$ cat src/rtl/mem_access_ctrl_pkg.sv
// Shared types and constants for the mem_access_ctrl load/store sequencer.
package mem_ctrl_pkg;

  localparam int ADDR_W = 14;
  localparam int DATA_W = 16;

  typedef enum logic [1:0] {
    IDLE = 2'd0,
    RD   = 2'd1,
    WR   = 2'd2,
    RESP = 2'd3
  } mac_state_t;

  // Registered copy of an accepted request; waddr is always the odd word address.
  typedef struct packed {
    logic              we;
    logic              is_byte;
    logic              is_signed;
    logic              lane;
    logic [ADDR_W-1:0] waddr;
    logic [DATA_W-1:0] wdata;
  } mac_req_t;

endpackage

$ cat src/rtl/mem_access_ctrl_if.sv
// CPU request/response handshake plus the memory-side bus of mem_access_ctrl.
// Handshake: a request transfers on a rising edge where req_valid && req_ready;
// resp_valid is a single-cycle pulse with no backpressure.
interface mem_access_ctrl_if #(
    parameter int ADDR_W = mem_ctrl_pkg::ADDR_W,
    parameter int DATA_W = mem_ctrl_pkg::DATA_W
);
    logic              req_valid;
    logic              req_ready;
    logic              req_we;
    logic              req_byte;
    logic              req_signed;
    logic [ADDR_W-1:0] req_addr;
    logic [DATA_W-1:0] req_wdata;
    logic              resp_valid;
    logic              resp_err;
    logic [DATA_W-1:0] resp_rdata;
    logic [ADDR_W-1:0] mem_addr;
    logic [DATA_W-1:0] mem_data_in;
    logic              mem_we;
    logic [DATA_W-1:0] mem_data_out;

    modport master (
        output req_valid, req_we, req_byte, req_signed, req_addr, req_wdata, mem_data_out,
        input  req_ready, resp_valid, resp_err, resp_rdata, mem_addr, mem_data_in, mem_we
    );

    modport slave (
        input  req_valid, req_we, req_byte, req_signed, req_addr, req_wdata, mem_data_out,
        output req_ready, resp_valid, resp_err, resp_rdata, mem_addr, mem_data_in, mem_we
    );
endinterface

$ cat src/rtl/mem_access_ctrl_byte_lane.sv
// Byte lane helper: selects a lane with zero/sign extension, and builds the
// store word (merged byte for byte stores, raw data for word stores).
module mem_byte_lane (
    input  logic [15:0] i_word,
    input  logic        i_lane,
    input  logic        i_signed,
    input  logic        i_is_byte,
    input  logic [15:0] i_wdata,
    output logic [15:0] o_ext,
    output logic [15:0] o_store
);
    logic [7:0] w_sel;

    always_comb begin
        w_sel   = i_lane ? i_word[15:8] : i_word[7:0];
        o_ext   = {{8{i_signed & w_sel[7]}}, w_sel};
        o_store = i_wdata;
        if (i_is_byte) begin
            o_store = i_lane ? {i_wdata[7:0], i_word[7:0]} : {i_word[15:8], i_wdata[7:0]};
        end
    end
endmodule

$ cat src/rtl/mem_access_ctrl.sv
// Load/store sequencer in front of the 16-bit byte-addressed memory.
// Optional MEM_ACCESS_STATS_EN adds saturating load/store/error counters.
module mem_access_ctrl
    import mem_ctrl_pkg::*;
#(
    parameter int READ_WAIT = 1,
    parameter int ADDR_W    = mem_ctrl_pkg::ADDR_W,
    parameter int DATA_W    = mem_ctrl_pkg::DATA_W
) (
    input  logic               clk,
    input  logic               rst_n,
    mem_access_ctrl_if.slave   bus,
    output mac_state_t         o_dbg_state
`ifdef MEM_ACCESS_STATS_EN
    ,
    output logic [15:0]        stat_loads,
    output logic [15:0]        stat_stores,
    output logic [15:0]        stat_errs
`endif
);
    localparam logic [3:0] LP_WAIT_INIT = 4'(READ_WAIT - 1);

    mac_state_t        r_state;
    mac_state_t        w_next;
    mac_req_t          r_req;
    logic [3:0]        r_cnt;
    logic [DATA_W-1:0] r_mem_data_in;
    logic              r_mem_we;
    logic              r_resp_valid;
    logic              r_resp_err;
    logic [DATA_W-1:0] r_resp_rdata;
    logic              w_accept;
    logic              w_misalign;
    logic              w_rd_last;
    logic [15:0]       w_ext;
    logic [15:0]       w_store;

    assign w_accept   = bus.req_valid && (r_state == IDLE);
    assign w_misalign = !bus.req_byte && !bus.req_addr[0];
    assign w_rd_last  = (r_state == RD) && (r_cnt == 4'd0);

    mem_byte_lane u_lane (
        .i_word    (bus.mem_data_out),
        .i_lane    (r_req.lane),
        .i_signed  (r_req.is_signed),
        .i_is_byte (r_req.is_byte),
        .i_wdata   (r_req.wdata),
        .o_ext     (w_ext),
        .o_store   (w_store)
    );

    always_comb begin
        w_next = r_state;
        case (r_state)
            IDLE: begin
                if (bus.req_valid) begin
                    if (w_misalign)                        w_next = RESP;
                    else if (bus.req_we && !bus.req_byte)  w_next = WR;
                    else                                   w_next = RD;
                end
            end
            RD:      if (r_cnt == 4'd0) w_next = r_req.we ? WR : RESP;
            WR:      w_next = RESP;
            RESP:    w_next = IDLE;
            default: w_next = IDLE;
        endcase
    end

    always_ff @(posedge clk or negedge rst_n) begin
        if (!rst_n) r_state <= IDLE;
        else        r_state <= w_next;
    end

    // Strobes are registered from the next state so they come straight off flops.
    always_ff @(posedge clk or negedge rst_n) begin
        if (!rst_n) begin
            r_req         <= '0;
            r_cnt         <= '0;
            r_mem_data_in <= '0;
            r_mem_we      <= 1'b0;
            r_resp_valid  <= 1'b0;
            r_resp_err    <= 1'b0;
            r_resp_rdata  <= '0;
        end else begin
            r_mem_we     <= (w_next == WR);
            r_resp_valid <= (w_next == RESP);
            if (w_accept) begin
                r_req.we        <= bus.req_we;
                r_req.is_byte   <= bus.req_byte;
                r_req.is_signed <= bus.req_signed;
                r_req.lane      <= bus.req_addr[0];
                r_req.waddr     <= {bus.req_addr[ADDR_W-1:1], 1'b1};
                r_req.wdata     <= bus.req_wdata;
                r_mem_data_in   <= bus.req_wdata;
                if (w_misalign) begin
                    r_resp_err   <= 1'b1;
                    r_resp_rdata <= '0;
                end
            end
            if (w_next == RD && r_state != RD) r_cnt <= LP_WAIT_INIT;
            else if (r_state == RD && r_cnt != 4'd0) r_cnt <= r_cnt - 4'd1;
            if (w_rd_last) begin
                if (r_req.we) begin
                    r_mem_data_in <= w_store;
                end else begin
                    r_resp_rdata <= r_req.is_byte ? w_ext : bus.mem_data_out;
                    r_resp_err   <= 1'b0;
                end
            end
            if (r_state == WR) r_resp_err <= 1'b0;
        end
    end

    assign bus.req_ready   = (r_state == IDLE);
    assign bus.resp_valid  = r_resp_valid;
    assign bus.resp_err    = r_resp_err;
    assign bus.resp_rdata  = r_resp_rdata;
    assign bus.mem_addr    = r_req.waddr;
    assign bus.mem_data_in = r_mem_data_in;
    assign bus.mem_we      = r_mem_we;
    assign o_dbg_state     = r_state;

`ifdef MEM_ACCESS_STATS_EN
    always_ff @(posedge clk or negedge rst_n) begin
        if (!rst_n) begin
            stat_loads  <= '0;
            stat_stores <= '0;
            stat_errs   <= '0;
        end else if (r_state == RESP) begin
            if (r_resp_err) begin
                if (stat_errs != 16'hFFFF) stat_errs <= stat_errs + 16'd1;
            end else if (r_req.we) begin
                if (stat_stores != 16'hFFFF) stat_stores <= stat_stores + 16'd1;
            end else begin
                if (stat_loads != 16'hFFFF) stat_loads <= stat_loads + 16'd1;
            end
        end
    end
`endif
endmodule

$ cat src/flat_wrapper.sv
// flat-port wrapper written by rule: the top's interface ports become plain ports
module mem_access_ctrl_flat import mem_ctrl_pkg::*;
#(
    parameter int READ_WAIT = 1,
    parameter int ADDR_W    = mem_ctrl_pkg::ADDR_W,
    parameter int DATA_W    = mem_ctrl_pkg::DATA_W
)
  (clk, rst_n, o_dbg_state, bus_req_valid, bus_req_we, bus_req_byte, bus_req_signed, bus_req_addr, bus_req_wdata, bus_mem_data_out, bus_req_ready, bus_resp_valid, bus_resp_err, bus_resp_rdata, bus_mem_addr, bus_mem_data_in, bus_mem_we);
  mem_access_ctrl_if #(.ADDR_W(ADDR_W), .DATA_W(DATA_W)) bus_i ();
  input  logic clk;
  input  logic rst_n;
  output mac_state_t o_dbg_state;
  input wire logic [$bits(bus_i.req_valid)-1:0] bus_req_valid;
  input wire logic [$bits(bus_i.req_we)-1:0] bus_req_we;
  input wire logic [$bits(bus_i.req_byte)-1:0] bus_req_byte;
  input wire logic [$bits(bus_i.req_signed)-1:0] bus_req_signed;
  input wire logic [$bits(bus_i.req_addr)-1:0] bus_req_addr;
  input wire logic [$bits(bus_i.req_wdata)-1:0] bus_req_wdata;
  input wire logic [$bits(bus_i.mem_data_out)-1:0] bus_mem_data_out;
  output wire logic [$bits(bus_i.req_ready)-1:0] bus_req_ready;
  output wire logic [$bits(bus_i.resp_valid)-1:0] bus_resp_valid;
  output wire logic [$bits(bus_i.resp_err)-1:0] bus_resp_err;
  output wire logic [$bits(bus_i.resp_rdata)-1:0] bus_resp_rdata;
  output wire logic [$bits(bus_i.mem_addr)-1:0] bus_mem_addr;
  output wire logic [$bits(bus_i.mem_data_in)-1:0] bus_mem_data_in;
  output wire logic [$bits(bus_i.mem_we)-1:0] bus_mem_we;
  assign bus_i.req_valid = bus_req_valid;
  assign bus_i.req_we = bus_req_we;
  assign bus_i.req_byte = bus_req_byte;
  assign bus_i.req_signed = bus_req_signed;
  assign bus_i.req_addr = bus_req_addr;
  assign bus_i.req_wdata = bus_req_wdata;
  assign bus_i.mem_data_out = bus_mem_data_out;
  assign bus_req_ready = bus_i.req_ready;
  assign bus_resp_valid = bus_i.resp_valid;
  assign bus_resp_err = bus_i.resp_err;
  assign bus_resp_rdata = bus_i.resp_rdata;
  assign bus_mem_addr = bus_i.mem_addr;
  assign bus_mem_data_in = bus_i.mem_data_in;
  assign bus_mem_we = bus_i.mem_we;
  mem_access_ctrl #(.READ_WAIT(READ_WAIT), .ADDR_W(ADDR_W), .DATA_W(DATA_W)) u_core (.clk(clk), .rst_n(rst_n), .bus(bus_i), .o_dbg_state(o_dbg_state));
endmodule
$ cat config.mk
export PLATFORM = sky130hd
export DESIGN_NAME = mem_access_ctrl_flat
export DESIGN_NICKNAME = d
export VERILOG_FILES = /design/src/rtl/mem_access_ctrl_pkg.sv /design/src/rtl/mem_access_ctrl_if.sv /design/src/rtl/mem_access_ctrl_byte_lane.sv /design/src/rtl/mem_access_ctrl.sv /design/src/flat_wrapper.sv
export SDC_FILE = /design/constraint.sdc
export NUM_CORES = 1
export LEC_CHECK = 0
export ABC_AREA = 1
export BUFFER_PORTS_ARGS = -buffer_cell sky130_fd_sc_hd__buf_4
export CORE_ASPECT_RATIO = 0.8
export CORE_MARGIN = 3
export CORE_UTILIZATION = 47
export DETAILED_ROUTE_END_ITERATION = 10
export PLACE_DENSITY = 0.74
export SYNTH_ARGS = -nofsm -noshare
export SYNTH_HDL_FRONTEND = slang
export SYNTH_SLANG_ARGS = --single-unit
$ cat constraint.sdc
create_clock -name clk -period 1.5 [get_ports clk]
set_input_delay 0.3 -clock clk [delete_from_list [all_inputs] [get_ports clk]]
set_output_delay 0.3 -clock clk [all_outputs]
set_load 0.02 [all_outputs]
Word level (Yosys, flattened, before mapping):

Index checks and enable logic that the tools add are counted.

* bits in writable memories: 0
* output and inout bits: 52
* register bits: 75
* bits in read-only memories: 0
* memories kept: 0
* bits in latches: 0

* add/subtract/negate cells: 1
* multipliers: 0
* $lt $le $gt $ge: 0
* reductions and logical operators: 12
* mux-type cells: 24
* bitwise operators: 1
* shift-type cells: 0
* divide/modulo/power cells: 0
* eq/ne operators: 7

Operators with widths (count)
* 2-to-1 mux 16 bit: 10
* == test 2 bit, second input constant: 4
* 2-to-1 mux 2 bit: 4
* 2-to-1 mux 4 bit: 2
* 2-to-1 mux 8 bit: 1
* case mux 2 bit (4 select lines): 1
* logical AND 1 bit: 6
* 2-to-1 mux 1 bit: 6
* == test 2 x 1 -> 1 bit, second input constant: 2
* zero test 4 bit: 1
* nonzero test 4 bit: 1
* subtractor 4 x 1 -> 4 bit, second input constant: 1
* zero test 1 bit: 2
* zero test 2 bit: 1
* inequality test 2 x 1 -> 1 bit, second input constant: 1
* nonzero test 2 bit: 1
* bitwise AND 1 bit: 1

Logic depth before layout (Yosys ltp):

* word-level depth: 9
* gate-level depth with buffers: 9
* gate-level depth less buffers: 8

Hierarchy:

A second synthesis with hierarchy kept.

* cells, all modules: 523
* area, all modules: 4057.6 µm²

Modules (own cells, without submodules)
* mem_access_ctrl: instances 1, cells an instance 411, seq. area each 1876.8 µm², area an instance 3485.8 µm²
* mem_byte_lane: instances 1, cells an instance 112, seq. area each 0.0 µm², area an instance 571.8 µm²

Worst setup path before layout:

OpenSTA, ideal clock, no wires.

* path kind: flip-flop to flip-flop
* start point: reg u_core.r_state[0], in the netlist u_core.o_dbg_state[0]
* end point: reg u_core.r_resp_rdata[13], in the netlist u_core.bus.resp_rdata[13]
* path slack: 0.063 ns
* data arrival time: 1.320 ns
* path buffers: 1
* cell stages (with the launch flop): 8
* period minus slack after synthesis: 1.437 ns
* cells stage by stage: dfrtp_1 nor2_4 nand2_4 nor2_4 nand2_2 buf_6 nand3_1 nand2_1

* longest elaborated chain between the ends: 5
* elaborated cells on any way between the ends: 7

Ends and longest elaborated chain
* start: declaration: line mem_access_ctrl.sv:23 `mac_state_t r_state;`
* start signal: assignment: line mem_access_ctrl.sv:71 `else r_state <= w_next;`
* zero test 2 bit (*)
* net bus_req_ready: line flat_wrapper.sv:20 `output wire logic [$bits(bus_i.req_ready)-1:0] bus_req_ready;`
* logical AND 1 bit (*): line mem_access_ctrl.sv:38 `assign w_accept = bus.req_valid && (r_state == IDLE);`
* 2-to-1 mux 16 bit (*): line mem_access_ctrl.sv:87 `if (w_accept) begin`
* 2-to-1 mux 16 bit: line mem_access_ctrl.sv:103 `if (r_req.we) begin`
* 2-to-1 mux 16 bit (*): line mem_access_ctrl.sv:102 `if (w_rd_last) begin`
* end signal: assignment: line mem_access_ctrl.sv:106 `r_resp_rdata <= r_req.is_byte ? w_ext : bus.mem_data_out;`
* end: declaration: line mem_access_ctrl.sv:31 `logic [DATA_W-1:0] r_resp_rdata;`

Mark *: on every way through the listed nets, which the timed path passes. The rest lies on a longest branch.
A chain may end at the register's enable or synchronous reset.

Worst setup path after layout:

* start point: reg u_core.r_cnt[1]
* end point: reg u_core.r_mem_data_in[15], in the netlist u_core.bus.mem_data_in[15]

* longest elaborated chain between the ends: 3

Ends and longest elaborated chain
* start: declaration: line mem_access_ctrl.sv:26 `logic [3:0] r_cnt;`
* start signal: assignment: line mem_access_ctrl.sv:101 `else if (r_state == RD && r_cnt != 4'd0) r_cnt <= r_cnt - 4'd1;`
* zero test 4 bit: line mem_access_ctrl.sv:40 `assign w_rd_last = (r_state == RD) && (r_cnt == 4'd0);`
* logical AND 1 bit: line mem_access_ctrl.sv:40
* 2-to-1 mux 16 bit: line mem_access_ctrl.sv:102
* end signal: assignment: line mem_access_ctrl.sv:94 `r_mem_data_in <= bus.req_wdata;`
* end signal: assignment: line mem_access_ctrl.sv:104 `r_mem_data_in <= w_store;`
* end: declaration: line mem_access_ctrl.sv:27 `logic [DATA_W-1:0] r_mem_data_in;`

No other way between the ends.

==> key figures <==
Outcome
  • Status: finished, final reports clean

Critical path
  • RR Startpoint: u_core.r_cnt[1]$_DFFE_PN0P_
  • Worst setup EP type: flip-flop
  • Critical path startpoint: u_core.r_cnt[1]$_DFFE_PN0P_
  • WP data required: around 1.7 ns
  • CP startpoint kind: flip-flop
  • RR Endpoint: u_core.bus.mem_data_in[15]$_DFF_PN0_
  • Arr. time, crit path: between 1.5 and 2 ns
  • R2R depth: 7
  • WS Path Type: flip-flop to flip-flop
  • R2R setup slack: around 0.04 ns
  • Worst-path maximum fanout: 8

CTS
  • Total CTS buffers: 9
  • CTS root buf: clkbuf_8
  • Clock Sink Count: 75
  • Clock transition at the registers of the reported paths: around 0.080 ns
  • Htree depth: 3
  • Worst-Skew Late Latency: approximately 0.36 ns
  • Longest Clk Path Bufs: 2
  • CTS tree: done

STA
  • Period utilization: between 90% and 100%
  • Finish-stage setup viols: 0
  • Max Clock Freq: around 0.69 GHz
  • Fin. max-slew vios: 0
  • Min Hold Slack: 0.138 ns
  • Fin. Hold Viols: 0
  • Fin Clk Skew: about 0.015 ns
  • RSZ-0062 raised after global routing: true
  • Worst Max-Slew Pin Slew: 0.394 ns
  • Fin crit period: approximately 1.5 ns
  • Worst relative slew slack: ~74%

GRT
  • Largest net degree at the start of global routing: 48
  • GRT overflow: 0
  • GRT Util Overall: between 20% and 30%
  • First-pass GRT wire length: roughly 16000 um
  • Initial antenna violation count: 0
  • Vias in the first global route: about 3300

Floorplan
  • Initial Util: 49.6%
  • Boundary Pins: about 100
  • Die area: between 9000 and 10000 um^2
  • Die Wd: ~110 um
  • Die Y-Extent: roughly 86 um
  • FP Rows: 28
  • Core ar.: about 7600 um^2

Layout
  • Layout cells sized above 1: 29.1%
  • Most common cell after layout, fill and taps aside: nand2_1
  • Layout Cells excl Fill: between 600 and 700
  • Net count, final: about 610
  • # fillers: 670
  • Ant diodes: 0
  • Area Growth Syn to Fin: 30.1%
  • Commonest cells after routing, fill and taps aside: nand2_1, buf_4, dfrtp_1

Placement
  • DP Cell Count: roughly 650
  • Gpl congestion: ~0.9
  • Port Buffers: 103
  • HPWL Detailed: ~6800 um

Logic synthesis
  • Unique masters post-synth: 28
  • Yosys reg bits: between 70 and 80
  • Sequential area share after synthesis: 50.0%
  • Gate Count Post-Synth: roughly 460
  • Post-synth top area share: around half
  • Mapped Area: between 3000 and 4000 um^2
  • Synth top area cells: dfrtp_1, nand2_1, nand3_1
  • Yosys warns: 0
  • Syn Nets: slightly above 500
  • Synth area leader: dfrtp_1
  • Syn_area_per_cell: between 8 and 9 um^2

Power and ir drop
  • Leak: 2.65 nW
  • VDD IR max: ~1.0 mV
  • Pwr dens: about 2100 nW/um^2

Route
  • DR pass1 iterations: 6
  • Via-to-Cell Ratio: around 5.1
  • Drt drc: 0
  • Drt total wl: about 10000 um
  • WL/cell: roughly 15 um
  • Via count: about 3400
  • DRT antenna net count: 0
  • DRT iter0 DRCs: between 200 and 250

Run
  • Max Cap Viol: 0

Min path
  • Hold depth: 3
  • Hold Path End: u_core.bus.mem_addr[11]$_DFFE_PN0N_
  • Worst Hold Class: input port to flip-flop
  • Hold Crit Start: bus_req_addr[11]
worst max path at each step:
stage,slack [ns],to,depth (start not counted)
6_report,0.04,u_core.bus.mem_data_in[15]$_DFF_PN0_,7
5_1_grt,-0.04,u_core.bus.mem_data_in[7]$_DFF_PN0_,8
4_1_cts,0.02,u_core.bus.resp_rdata[11]$_DFF_PN0_,8
3_5_place_dp,-0.009,u_core.bus.mem_data_in[7]$_DFF_PN0_,7
3_3_place_gp,0.03,u_core.bus.mem_data_in[13]$_DFF_PN0_,7
2_1_floorplan,0.06,u_core.bus.resp_rdata[13]$_DFF_PN0_,7
per-layer routing:
layer	routed length (um)	part of all wire, %	track usage [%]
met5	0	0	0
met4	178	1.8	5.76
met2	4740	47	34.9
met3	803	7.9	5.49
met1	4410	44	29.4
cell type report:
| cell class | instances | area [um^2] | area share (%) |
|---|---|---|---|
| flip-flops and latches | 75 | 1880 | 38.4 |
| multi-input cells | 323 | 1570 | 32.1 |
| repair buffers | 119 | 976 | 20.0 |
| inverters | 31 | 136 | 2.79 |
| well taps | 105 | 131 | 2.69 |
| clock buffers | 10 | 128 | 2.61 |
| clock inverters | 6 | 66.3 | 1.36 |
power by group:
part,switching [mW],leakage [nW],internal (mW)
Clock,0.783,0.0885,0.768
Sequential,0.558,0.933,2.91
Combinational,3.23,1.63,2.24
sequential cells by signal, indices dropped and copies added (netlist names):
signal and cells:
u_core.bus.resp_rdata 16, u_core.bus.mem_addr 14, u_core.bus.mem_data_in 16, u_core.bus.resp_err 1
u_core.r_req 20, u_core.bus.resp_valid 1, u_core.o_dbg_state 2, u_core.r_cnt 4
u_core.bus.mem_we 1
logic make-up (layout without fill, tap and decap cells):
logic type / count (synthesis) / in the layout / share of synthesized area, %
and+or+nand+nor: 262 / 264 / 30.3
DFF: 75 / 75 / 50.0
buffers and inverters: 66 / 166 / 10.5
AOI/OAI and AO/OA: 57 / 57 / 8.66
adders and majority gates: 1 / 1 / 0.333
xor gates and xnor gates: 1 / 1 / 0.233
synth_stat cells:
library cell and instances:
buf_6 6, buf_4 19, o21ai_0 38, o21ai_1 1, nand2_4 2, o21a_1 16
nand3_4 1, buf_2 6, buf_8 1, nand2_1 190, a21oi_1 2, nor2_4 3
and2_1 1, nand3_2 6, nand4_1 2, nand3_1 40, inv_4 2, inv_1 27
clkinv_1 1, dfrtp_1 75, inv_6 1, nand2_2 2, xor2_1 1, nor2_1 13
nor3_1 1, ha_1 1, or2_2 1, clkbuf_1 3
stage by stage:
stage / worst slack, ns / TNS, ns / power, mW / instance area, um^2 / util (%)
2_1_floorplan: 0.0629 / 0 / 7.02 / 3750 / -
3_3_place_gp: 0.0323 / 0 / 8.44 / 4490 / 59.4
3_5_place_dp: -0.00927 / -0.0185 / 8.56 / 4490 / 59.4
4_1_cts: 0.0173 / 0 / 10.2 / 4710 / 62.2
5_1_grt: -0.0362 / -0.492 / 11.3 / 4880 / 64.5
6_report: 0.0408 / 0 / 10.5 / 4880 / 64.5
timing repair:
| item | CTS | global route |
|---|---|---|
| gates resized for setup | 2 | 17 |
| hold buffers | 1 | 0 |
| cloned | 0 | 5 |
| pin swaps | 0 | 18 |
| buffers inserted | 0 | 2 |
| setup endpoints to repair | 8 | 38 |
| hold endpoints to repair | 26 | 0 |
worst max-delay path, stage by stage (launching register included):
cell and delay (ns):
dfrtp_1 0.40, inv_2 0.08, ha_4 0.16, nand2_4 0.06, nor2_4 0.13, nand3_4 0.16
clkbuf_16 0.21, o21a_1 0.16
Note: power is estimated with default switching activity, not from simulation.
